[config.mk]
export PLATFORM = sky130hd
export DESIGN_NAME = sub_serial_flat
export DESIGN_NICKNAME = d
export VERILOG_FILES = /design/src/rtl/sub_serial_if.sv /design/src/rtl/sub_serial.sv /design/src/flat_wrapper.sv
export SDC_FILE = /design/constraint.sdc
export NUM_CORES = 1
export LEC_CHECK = 0
export BUFFER_PORTS_ARGS = -buffer_cell sky130_fd_sc_hd__buf_4
export CAP_MARGIN = 40
export CELL_PAD_IN_SITES_DETAIL_PLACEMENT = 0
export CELL_PAD_IN_SITES_GLOBAL_PLACEMENT = 1
export CORE_MARGIN = 2
export CORE_UTILIZATION = 35
export DETAILED_ROUTE_END_ITERATION = 7
export GPL_TIMING_DRIVEN = 0
export PLACE_DENSITY = 0.68
export SYNTH_ARGS = -nofsm -noshare
export SYNTH_HDL_FRONTEND = slang
export SYNTH_SLANG_ARGS = --single-unit
[constraint.sdc]
create_clock -name clk -period 3.75 [get_ports clk]
set_clock_uncertainty 0.2 [all_clocks]
set_input_delay 0.1875 -clock clk [delete_from_list [all_inputs] [get_ports clk]]
set_output_delay 0.1875 -clock clk [all_outputs]
set_load 0.05 [all_outputs]
[src/rtl/sub_serial_if.sv]
// Handshake and result bundle for the bit-serial subtractor.
// The requester drives start and the operands; the subtractor drives status and result.
interface sub_serial_if #(
  parameter int WIDTH = 4
);
  logic             start;
  logic [WIDTH-1:0] inA;
  logic [WIDTH-1:0] inB;
  logic             busy;
  logic             done;
  logic [WIDTH-1:0] diff;
  logic             borrow;
  logic             is_overflowed;
  logic             zero;

  modport master (
    output start, inA, inB,
    input  busy, done, diff, borrow, is_overflowed, zero
  );

  modport slave (
    input  start, inA, inB,
    output busy, done, diff, borrow, is_overflowed, zero
  );
endinterface

[src/rtl/sub_serial.sv]
// Bit-serial subtractor: computes inA - inB as A + ~B + 1, one bit per clock,
// LSB first. Operands are latched on the accepting edge; partial sums build up
// in a shadow register and are published, with flags, only when the MSB step
// completes. WIDTH is meant to stay within 2..16.
module sub_serial #(
  parameter int WIDTH = 4
) (
  input  logic         clk,
  input  logic         rst_n,
  sub_serial_if.slave  bus
);

  localparam int IDXW = (WIDTH > 1) ? $clog2(WIDTH) : 1;
  localparam int MSB  = WIDTH - 1;
  localparam logic [IDXW-1:0] LAST_IDX = IDXW'(WIDTH - 1);

  typedef enum logic [1:0] {
    IDLE  = 2'd0,
    SHIFT = 2'd1,
    DONE  = 2'd2
  } state_t;

  // One full-adder step; returns {carry_out, sum}.
  function automatic logic [1:0] full_add(input logic a, input logic b, input logic c);
    full_add = {(a & b) | (a & c) | (b & c), a ^ b ^ c};
  endfunction

  state_t           state_q, state_d;
  logic [WIDTH-1:0] a_q, a_d;
  logic [WIDTH-1:0] b_q, b_d;
  logic             carry_q, carry_d;
  logic [IDXW-1:0]  idx_q, idx_d;
  logic [WIDTH-1:0] shadow_q, shadow_d;
  logic             busy_q, busy_d;
  logic             done_q, done_d;
  logic [WIDTH-1:0] diff_q, diff_d;
  logic             borrow_q, borrow_d;
  logic             ovf_q, ovf_d;
  logic             zero_q, zero_d;

  logic [1:0]       step_s;
  logic [WIDTH-1:0] shadow_upd_s;

  // State, operand, shadow and output registers; async reset clears everything.
  always_ff @(posedge clk or negedge rst_n) begin
    if (!rst_n) begin
      state_q  <= IDLE;
      a_q      <= {WIDTH{1'b0}};
      b_q      <= {WIDTH{1'b0}};
      carry_q  <= 1'b0;
      idx_q    <= {IDXW{1'b0}};
      shadow_q <= {WIDTH{1'b0}};
      busy_q   <= 1'b0;
      done_q   <= 1'b0;
      diff_q   <= {WIDTH{1'b0}};
      borrow_q <= 1'b0;
      ovf_q    <= 1'b0;
      zero_q   <= 1'b0;
    end else begin
      state_q  <= state_d;
      a_q      <= a_d;
      b_q      <= b_d;
      carry_q  <= carry_d;
      idx_q    <= idx_d;
      shadow_q <= shadow_d;
      busy_q   <= busy_d;
      done_q   <= done_d;
      diff_q   <= diff_d;
      borrow_q <= borrow_d;
      ovf_q    <= ovf_d;
      zero_q   <= zero_d;
    end
  end

  // Next-state logic: accept in IDLE, one adder step per SHIFT edge, publish on the last step.
  always_comb begin
    state_d  = state_q;
    a_d      = a_q;
    b_d      = b_q;
    carry_d  = carry_q;
    idx_d    = idx_q;
    shadow_d = shadow_q;
    busy_d   = 1'b0;
    done_d   = 1'b0;
    diff_d   = diff_q;
    borrow_d = borrow_q;
    ovf_d    = ovf_q;
    zero_d   = zero_q;

    step_s              = full_add(a_q[idx_q], ~b_q[idx_q], carry_q);
    shadow_upd_s        = shadow_q;
    shadow_upd_s[idx_q] = step_s[0];

    case (state_q)
      IDLE: begin
        if (bus.start) begin
          a_d      = bus.inA;
          b_d      = bus.inB;
          carry_d  = 1'b1;
          idx_d    = {IDXW{1'b0}};
          shadow_d = {WIDTH{1'b0}};
          busy_d   = 1'b1;
          state_d  = SHIFT;
        end else begin
          state_d  = IDLE;
        end
      end
      SHIFT: begin
        shadow_d = shadow_upd_s;
        carry_d  = step_s[1];
        if (idx_q == LAST_IDX) begin
          // Final step: result and flags become visible together with done.
          idx_d    = {IDXW{1'b0}};
          done_d   = 1'b1;
          diff_d   = shadow_upd_s;
          borrow_d = ~step_s[1];
          ovf_d    = (a_q[MSB] ^ b_q[MSB]) & (shadow_upd_s[MSB] ^ a_q[MSB]);
          zero_d   = ~(|shadow_upd_s);
          state_d  = DONE;
        end else begin
          idx_d    = idx_q + IDXW'(1);
          busy_d   = 1'b1;
          state_d  = SHIFT;
        end
      end
      DONE: begin
        state_d = IDLE;
      end
      default: begin
        state_d = IDLE;
      end
    endcase
  end

  assign bus.busy          = busy_q;
  assign bus.done          = done_q;
  assign bus.diff          = diff_q;
  assign bus.borrow        = borrow_q;
  assign bus.is_overflowed = ovf_q;
  assign bus.zero          = zero_q;

endmodule
[src/flat_wrapper.sv]
// flat-port wrapper written by rule: the top's interface ports become plain ports
module sub_serial_flat 
#(
  parameter int WIDTH = 4
)
  (clk, rst_n, bus_start, bus_inA, bus_inB, bus_busy, bus_done, bus_diff, bus_borrow, bus_is_overflowed, bus_zero);
  sub_serial_if #(.WIDTH(WIDTH)) bus_i ();
  input  logic clk;
  input  logic rst_n;
  input wire logic [$bits(bus_i.start)-1:0] bus_start;
  input wire logic [$bits(bus_i.inA)-1:0] bus_inA;
  input wire logic [$bits(bus_i.inB)-1:0] bus_inB;
  output wire logic [$bits(bus_i.busy)-1:0] bus_busy;
  output wire logic [$bits(bus_i.done)-1:0] bus_done;
  output wire logic [$bits(bus_i.diff)-1:0] bus_diff;
  output wire logic [$bits(bus_i.borrow)-1:0] bus_borrow;
  output wire logic [$bits(bus_i.is_overflowed)-1:0] bus_is_overflowed;
  output wire logic [$bits(bus_i.zero)-1:0] bus_zero;
  assign bus_i.start = bus_start;
  assign bus_i.inA = bus_inA;
  assign bus_i.inB = bus_inB;
  assign bus_busy = bus_i.busy;
  assign bus_done = bus_i.done;
  assign bus_diff = bus_i.diff;
  assign bus_borrow = bus_i.borrow;
  assign bus_is_overflowed = bus_i.is_overflowed;
  assign bus_zero = bus_i.zero;
  sub_serial #(.WIDTH(WIDTH)) u_core (.clk(clk), .rst_n(rst_n), .bus(bus_i));
endmodule
# After elaboration in Yosys (flattened, before gate mapping)
# Cells that the tools add are included.
# word_totals
output_inout_bits	9
mem_count	0
latch_bits	0
ram_bits	0
romBits	0
ff_bits	26
# op_classes
add_sub_neg	1
div	0
bitwise_logic	13
mux	22
multipliers	0
n_shift	0
n_eq_ne	3
magnitude_cmp	2
reduce_logical	7
# op_table
operator	n
$mux W1	9
$pmux W2 S2	2
$pmux W4 S2	1
$mux W2	3
$reduce_and A2 Y1	3
$and A1 B1 Y1	4
$bmux W1 S2	2
$bwmux W4	1
$mux W4	1
$pmux W1 S2	2
$reduce_or A4 Y1	1
$xor A1 B1 Y1	4
$lt A2 B3 Y1 const B	1
$not A1 Y1	3
$add A2 B1 Y2 const B	1
$demux W1 S2	1
$eq A2 B1 Y1 const B	1
$eq A2 B2 Y1 const B	1
$ge A2 B1 Y1 const B	1
$logic_not A2 Y1	1
$ne A2 B2 Y1 const B	1
$or A1 B1 Y1	2
$reduce_bool A2 Y1	1
$logic_and A1 B1 Y1	1

# Longest topological paths before layout
# Gate-level depths: netlist of run 1.
# logic_depth
ltp_word	8
mapped_depth	6

# Worst setup path before layout of run 1
# OpenSTA, ideal clock, no wires.
# synth_path
path_kind	reg2reg
from	register u_core.idx_q[0]
to	register u_core.shadow_q[2]
stages_incl_launch_ff	6
required_time_ns	3.429
arrival_ns	2.137
n_path_buf	0
path_slack_ns	1.292
cell_sequence	dfrtp_1 -> mux4_2 -> fa_1 -> nor2_1 -> mux2_2 -> a22o_1
# synth_via
elab_chain_cells	7
# synth_rtl
item	line	text
from (decl)	sub_serial.sv:32	logic [IDXW-1:0] idx_q, idx_d;
from (signal assigned)	sub_serial.sv:51	idx_q <= {IDXW{1'b0}};
from (signal assigned)	sub_serial.sv:64	idx_q <= idx_d;
branches (longest 5 deep; another with $lt A2 B3 Y1)	n/a	
$bwmux W4 *	sub_serial.sv:92	shadow_upd_s[idx_q] = step_s[0];
$pmux W4 S2 *	sub_serial.sv:94	case (state_q)
to (signal assigned)	sub_serial.sv:52	shadow_q <= {WIDTH{1'b0}};
to (signal assigned)	sub_serial.sv:65	shadow_q <= shadow_d;
to (decl)	sub_serial.sv:33	logic [WIDTH-1:0] shadow_q, shadow_d;
# Every way passes the cells marked *. The select of a mux whose other input is x is not followed.
# A chain may end at the register's enable or synchronous reset.

# Worst setup path in the final report of run 1
# Ends and elaborated chain as after synthesis.

==> results of run 1 <==
-- worst max-delay path, cell delays in order, from the launching register on --
cell                      delay (ns)
sky130_fd_sc_hd__dfrtp_1        0.52
sky130_fd_sc_hd__mux4_2         0.56
sky130_fd_sc_hd__fa_1           0.65
sky130_fd_sc_hd__nor2_1         0.10
sky130_fd_sc_hd__mux2_2         0.27
sky130_fd_sc_hd__a22o_1         0.22
-- cell type report --
type                            instances  share of cell area
Clock buffer                            4             0.02487
Sequential cell                        24              0.4117
Buffer                                  2             0.01115
Inverter                               10             0.02573
Multi-Input combinational cell         57              0.3225
Timing Repair Buffer                   29              0.1664
Tap cell                               44             0.03774
-- logic make-up after synthesis --
kind of cell | after synthesis | synth area share
adders and majority gates | 5 | 0.06229
and+or+nand+nor | 20 | 0.09233
AOI/OAI and AO/OA | 19 | 0.1146
muxes | 13 | 0.1491
DFF | 24 | 0.5339
buffers and inverters | 12 | 0.04783
-- power breakdown --
part	switching (uW)	internal, uW	total [uW]
Combinational	418	344	762
Clock	74.7	59.2	134
Sequential	86.2	375	462
Total	579	779	1360
-- timing repair --
action,in CTS,in global routing
buffers inserted,0,0
hold buffers,10,0
hold endpoints to repair,33,0
endpoints found under the setup margin,0,0
-- routing by layer --
| metal | up-vias | wire length (um) |
|---|---|---|
| met4 | 0 | 20 |
| met1 | 358 | 954 |
| met3 | 2 | 66 |
| li1 | 386 | - |
| met2 | 19 | 888 |
| met5 | - | 0 |
-- final timing paths --
kind / start / to / slack (ns) / depth (start not counted)
setup / recovery: u_core.idx_q[0] / u_core.shadow_q[2] / 1.15 / 5
hold / removal: rst_n / u_core.bus.borrow / 0.09 / 2
setup reg to reg: u_core.idx_q[0] / u_core.shadow_q[2] / 1.15 / 5
hold reg to reg: u_core.bus.diff[2] / u_core.bus.diff[2] / 0.29 / 2
max in group asynchronous: rst_n / u_core.a_q[2] / 3.03 / 2
min in group clk: u_core.bus.diff[2] / u_core.bus.diff[2] / 0.29 / 2
-- per-stage QoR --
stage | total power [uW] | hold WS, ns | std cells | setup slack (ns) | util
after global placement | 1222 | -0.09848 | 156 | 1.139 | 0.4332
after detailed placement | 1233 | -0.09491 | 156 | 1.142 | 0.4332
after floorplan | 1046 | -0.3081 | 93 | 1.292 | -
final | 1358 | 0.08670 | 170 | 1.148 | 0.4779
after CTS | 1378 | 0.1007 | 170 | 1.125 | 0.4779
after global routing | 1490 | 0.09251 | 170 | 1.015 | 0.4779
-- state kept, by name, indices dropped and copies added, names as in the netlist, 2 cells and up --
signal and flops:
u_core.idx_q 2, u_core.a_q 4, u_core.b_q 4, u_core.shadow_q 3
u_core.state_q 2, u_core.bus.diff 4
-- placed cells by master, fill, tap and decap left out, drive strengths merged, types with 2 or more instances in the layout --
cell type	n
a21oi	2
a22o	6
buf	21
clkbuf	4
dfrtp	24
dlygate4sd3	10
ha	4
inv	10
mux2	10
mux4	2
nand2	10
nor2	5
nor2b	2
o21ai	7
==> results summary, run 1 <==
The flow ran to the end, and the final reports show no timing, DRC or antenna violations. The total area inside the core boundary comes to between 3000 and 4000 sq um. Clock-pin slew was measured on the worst setup and hold paths at ~0.13 ns.

Of the synthesized area, sequential elements account for 0.5339. The share of the clock period used by the worst path after layout came out at 0.6939. The remaining antenna violation count after routing is 0.

The first-pass GRT wire length came out at ~3400 um. The number of iterations in the first detailed-routing pass is 4. The largest buffer count on any clock path came out at 2.

Across the whole layout, storage elements account for approximately 600 sq um. The routing usage on met3 is 0.02559. The min-delay analysis places its worst path in the category in2async.

The synthesized net count is 109. For this run, global-route usage on met1 was measured as 0.1696. The weighted congestion reported at the end of routability-driven placement came out at 0.7228. TritonCTS built the clock tree. By instance count, the leading cell after synthesis is sky130_fd_sc_hd__dfrtp_1. The required time at the endpoint of the critical path came out at approximately 3.8 ns. Entering global routing, the biggest net connects 25 pins. The number of global-route vias before repair was ~760. The net count of the finished layout is 143. For this design the top-level I/O count stands at 20. Averaged over all synthesized cells, the footprint is 12.09 sq um. Max-cap violations in this run came to 0.

Setup repair after global routing left no endpoint under its margin. By area the synthesized netlist is led by sky130_fd_sc_hd__dfrtp_1 53%, sky130_fd_sc_hd__mux2_2 10%, sky130_fd_sc_hd__a22o_1 4.7%. The clock period could shrink to 2.602 ns. The endpoint arrival time on the critical path is between 2 and 3 ns.

In the global route stage, met2 resource usage came out at 0.1951. The ratio of cells with drive above 1 in the final layout came out at 0.3016. In this run, the number of DRC markers left after iteration 0 of detailed routing was 29. Global routing finished with a remaining overflow of 0. The synthesized instance count came out at 93.

CTS built an H-tree with a depth of 1. Sorting the synthesized cells by how often they occur yields 24 x sky130_fd_sc_hd__dfrtp_1, 10 x sky130_fd_sc_hd__inv_1, 10 x sky130_fd_sc_hd__mux2_2, 10 x sky130_fd_sc_hd__nand2_1, 7 x sky130_fd_sc_hd__o21ai_0. The number of register bits inferred by synthesis came out at 24. The worst vdd rail ir drop is roughly 380 uV. The post-layout instance area came out at roughly 1500 sq um. The leading area contributor after synthesis is sky130_fd_sc_hd__dfrtp_1. The power density over cell area is 930.7 nW/um^2.

The maximum clock rate came out at around 0.38 GHz. The share of Yosys cell area claimed by the top area cell type came out at 0.5339. The transition time at the pin with the least slew margin came out at 0.4595 ns. The detailed placement HPWL is around 1500 um.

The static leakage is ~0.0007 uW. The placed instances occupy a cell area of 1323 sq um. The layout-stage area growth over the synthesis result is 29.70%. The hold violation count in the final report is 0. The number of sinks handled by clock tree synthesis is 24. The total number of vias is 765.

For this run, the total global-route usage over all layers was measured as 0.1267. The synthesized netlist occupies a cell area of around 1100 sq um. The quantity of I/O buffers inserted on ports is 19.

The DRC violation count after routing came out at 0. For this run, the number of Yosys warnings is 0. The prevailing post-synth register cell is sky130_fd_sc_hd__dfrtp_1. Counting flops with a built-in enable in the synthesized netlist gives 0. The distinct cell type count after synthesis came out at 22.

The max-slew violation count is 0. The endpoint kind of the worst setup timing path is a flop. The final-layout setup total negative slack came out at 0 ns. In this run, post-CTS repair resized a total of 0 instances.

The fill cell total of the finished layout is around 300. Setup violations remaining at the end of the flow were counted as 0. For this configuration, the core starts out at a cell density of 0.3684. The number of antenna violations at the first check in global routing came out at 0. The area of the die came out at 3683 sq um.

After synthesis, the share of flip-flops with an asynchronous set or reset is 1.000. The final routed wirelength across all metal layers came out at around 1900 um. The routed via count divided by cell count came out at approximately 4.5. The critical path startpoint category is a flop.

Clock tree synthesis selected as its root buffer the cell sky130_fd_sc_hd__clkbuf_4. The number of buffers created by CTS is 3. Along the worst path, the maximum fanout reaches 7.

The insertion delay of the later-clocked pin in the worst-skew pair came out at approximately 0.31 ns. After global routing, the most crowded layer is met2. The worst slew margin relative to its limit is 0.6931.

The repair_antennas step left the layout with diodes totalling 0. The average wire length per cell after detail routing came out at 11.35 um. The combined area of the multi-input logic cells is about 470 sq um.

The die span in y is just over 60 um. The placement row count is 20. The critical path class is reg2reg.

The die width is slightly above 60 um.
(Power assumes the default switching activity.)
==> run 2: changes to the inputs <==
--- a/config.mk
+++ b/config.mk
@@ -13,7 +13,7 @@
 export CORE_UTILIZATION = 35
 export DETAILED_ROUTE_END_ITERATION = 7
 export GPL_TIMING_DRIVEN = 0
-export PLACE_DENSITY = 0.68
+export PLACE_DENSITY = 0.71
 export SYNTH_ARGS = -nofsm -noshare
 export SYNTH_HDL_FRONTEND = slang
 export SYNTH_SLANG_ARGS = --single-unit
==> constraint.sdc (replaced) <==
create_clock -name clk -period 2.2 [get_ports clk]
set_clock_uncertainty 0.2 [all_clocks]
set_input_delay 0.11 -clock clk [delete_from_list [all_inputs] [get_ports clk]]
set_output_delay 0.11 -clock clk [all_outputs]
set_load 0.05 [all_outputs]
==> run 2 against run 1 <==
The flow now finishes with violations (negative setup slack). Die area is the same. Clock power grew 80%. Critical path depth is the same. Critical path type unchanged. Largest cell class unchanged.
==> results summary, run 2 (synthesis results as in run 1) <==
Run status: finished, violations left (was complete, no violations). The checks that failed: negative setup slack. Commonest cells after routing, fill and taps aside: 23 x sky130_fd_sc_hd__dfrtp_1, 21 x sky130_fd_sc_hd__buf_4, 10 x sky130_fd_sc_hd__nand2_1, 10 x sky130_fd_sc_hd__dlygate4sd3_1, 9 x sky130_fd_sc_hd__inv_1 (was 24 x sky130_fd_sc_hd__dfrtp_1, 19 x sky130_fd_sc_hd__buf_4). The critical path startpoint category is a flop (unchanged). The routed via count divided by cell count is 4.721 (was 4.500). The detailed placement HPWL is 1457 um (was 1452 um). The CTS tree is built (unchanged). The layout net count was 145 (was 143). The clock tree root driver cell is sky130_fd_sc_hd__clkbuf_4 (unchanged). The origin of the critical flop-to-flop path is u_core.idx_q[0] (unchanged). The number of cells on the worst reg-to-reg path was 5 (unchanged). The violation count after the first detailed-routing iteration came to 24 (was 29).

The share of power burned in the clock network is 0.096 (was 0.099). The weighted congestion reported at the end of routability-driven placement came out at 0.7602 (was 0.7228). The end-of-flow core utilization came out at 0.4885 (was 0.4779). The reported net switching power was 1070 uW (was 578.8 uW). The layout-stage area growth over the synthesis result is 32.59% (was 29.70%). The classification of the worst-slack hold path was in2async (unchanged). The endpoint arrival time on the critical path is 2.36 ns (was 2.62 ns). The register share of total power is 0.312 (was 0.340). The worst slew margin relative to its limit was 0.6739 (was 0.6931). The max-slew violation count came out at 0 (unchanged). The area of the die is 3683 sq um (unchanged). The die span in y came to 60.69 um (unchanged).

The insertion delay of the later-clocked pin in the worst-skew pair is 0.32 ns (was 0.31 ns). The required time at the endpoint of the critical path came out at 2.23 ns (was 3.77 ns). The worst path setup slack after routing was -0.1279 ns (was 1.148 ns). The internal reg-to-reg setup slack came to -0.13 ns (was 1.15 ns).

The share of the clock period used by the worst path after layout is 1.058 (was 0.6939). The number of diodes added for antenna fixing is 0 (unchanged). The DRC violation count after routing came to 0 (unchanged). The critical path class is reg2reg (unchanged). The switching share of power came out at 0.4258 (was 0.4263).

The proportion of power drawn by combinational gates was 0.592 (was 0.561). The die width was 60.69 um (unchanged). The ratio of cells with drive above 1 in the final layout was 0.3516 (was 0.3016). The fill cell total of the finished layout came out at 286 (was 293). The final routed wirelength across all metal layers came out at 2146 um (was 1930 um). The sum of overflow across all layers after global routing came out at 0 (unchanged).

The quantity of I/O buffers inserted on ports is 19 (unchanged). The worst slack after detailed placement came to -0.2407 ns (was 1.142 ns). The number of buffers created by CTS came out at 3 (unchanged).

The power density over cell area came out at 1684 nW/um^2 (was 930.7 nW/um^2). The number of sinks handled by clock tree synthesis was 24 (unchanged). The static leakage came out at 0.0007211 uW (was 0.0007093 uW). The endpoint kind of the worst setup timing path is a flop (unchanged). The final-layout setup total negative slack came out at -0.3457 ns (was 0 ns). The total number of H-tree levels is 1 (unchanged). The largest buffer count on any clock path came out at 2 (unchanged). Unrepaired setup endpoints after global routing: true (was false). The maximum fanout along the worst path was 4 (was 7). The number of antenna violations at the first check in global routing is 0 (unchanged). The remaining antenna violation count after routing is 0 (unchanged). The number of iterations in the first detailed-routing pass is 4 (unchanged). The pin count of the biggest net entering global routing came out at 25 (unchanged). The number of global-route vias before repair is 831 (was 758). The total number of vias came to 812 (was 765). The shortest clock period the worst path allows after layout came out at 2.328 ns (was 2.602 ns). The placement row count came out at 20 (unchanged). The internal power component was 1442 uW (was 779.0 uW). The maximum clock rate came out at 0.4296 GHz (was 0.3843 GHz). The clock-pin slew of the registers on the worst-case setup and hold paths is 0.14 ns (was 0.13 ns). The overall global routing resource usage came to 0.1487 (was 0.1267). The number of maximum-capacitance constraint violations is 0 (unchanged).

The worst vdd rail ir drop is 640.3 uV (was 378.6 uV). The average wire length per cell after detail routing came out at 12.48 um (was 11.35 um). The setup-violating endpoint count in the final report was 6 (was 0). The most common cell after layout, fill and taps aside is sky130_fd_sc_hd__dfrtp_1 (unchanged). The destination of the worst register-to-register timing path is u_core.shadow_q[2] (unchanged). The area of the core was 3053 sq um (unchanged). The first-pass GRT wire length came to 3953 um (was 3381 um). The number of I/O pins is 20 (unchanged). The hold violation count in the final report is 0 (unchanged). The effective utilization at floorplan was 0.3684 (unchanged). The transition time at the pin with the least slew margin was 0.4881 ns (was 0.4595 ns).
run 2: changes by cell type in the layout (fill, tap and decap cells not counted), moves of 2 or more:
cell / before / now
sky130_fd_sc_hd__o21ai_0: 7 / 4
sky130_fd_sc_hd__o21ai_1: 0 / 3
sky130_fd_sc_hd__buf_4: 19 / 21
sky130_fd_sc_hd__mux2_2: 10 / 8
sky130_fd_sc_hd__mux2_4: 0 / 2
run 2: repair_timing:
action                     in CTS  in global routing
setup endpoints to repair       5                  8
setup buffers                   2                  0
hold endpoints to repair       33                  0
pin swaps                       1                  1
gates resized for setup         0                  6
hold buffers                   10                  0
gates cloned                    0                  0
run 2: worst max path at each step:
stage	startpoint	end	cells after the start
global placement	u_core.idx_q[0]	u_core.shadow_q[2]	5
CTS	u_core.idx_q[0]	u_core.shadow_q[2]	5
finish	u_core.idx_q[0]	u_core.shadow_q[2]	5
global route	u_core.idx_q[0]	u_core.shadow_q[2]	5
detailed placement	u_core.idx_q[0]	u_core.shadow_q[2]	5
floorplan	u_core.idx_q[0]	u_core.shadow_q[2]	5
run 2: area by class of cell:
| type | instances | area [sq um] | area share |
|---|---|---|---|
| Sequential cell | 24 | 601.8 | 0.4035 |
| Multi-Input combinational cell | 57 | 486.7 | 0.3263 |
| Timing Repair Buffer | 31 | 257.7 | 0.1728 |
| Tap cell | 44 | 55.05 | 0.03691 |
| Inverter | 10 | 37.54 | 0.02517 |
| Clock buffer | 4 | 36.28 | 0.02433 |
| Buffer | 2 | 16.27 | 0.01091 |
run 2: critical path, stage by stage, from the launching register on:
cell	delay, ns
sky130_fd_sc_hd__dfrtp_2	0.43
sky130_fd_sc_hd__mux4_2	0.52
sky130_fd_sc_hd__fa_2	0.56
sky130_fd_sc_hd__nor2_2	0.06
sky130_fd_sc_hd__mux2_4	0.26
sky130_fd_sc_hd__a22o_1	0.20
run 2: per-layer routing:
metal,part of all wire,wire (um),track usage,vias up
met3,0.034,72,0.02559,5
met1,0.50,1069,0.2098,396
met4,0.024,51,0.07453,0
met5,0,0,0,-
met2,0.44,953,0.2212,20
li1,-,-,-,391
run 2: power groups by stage:
stage	combinational, uW	sequential, uW	clock (uW)
6_report	1490	784	241
5_1_grt	1680	823	272
4_1_cts	1460	787	251
3_5_place_dp	1360	807	0
3_3_place_gp	1340	798	0
2_1_floorplan	850	986	0
run 2: metrics by stage:
step	cell area, sq um	total power, uW	hold slack [ns]	cells
6_report	1491	2512	0.008857	172
5_1_grt	1491	2775	0.01510	172
4_1_cts	1484	2496	0.007145	172
3_5_place_dp	1333	2165	-0.1722	156
3_3_place_gp	1333	2136	-0.1759	156
2_1_floorplan	1135	1836	-0.3856	93
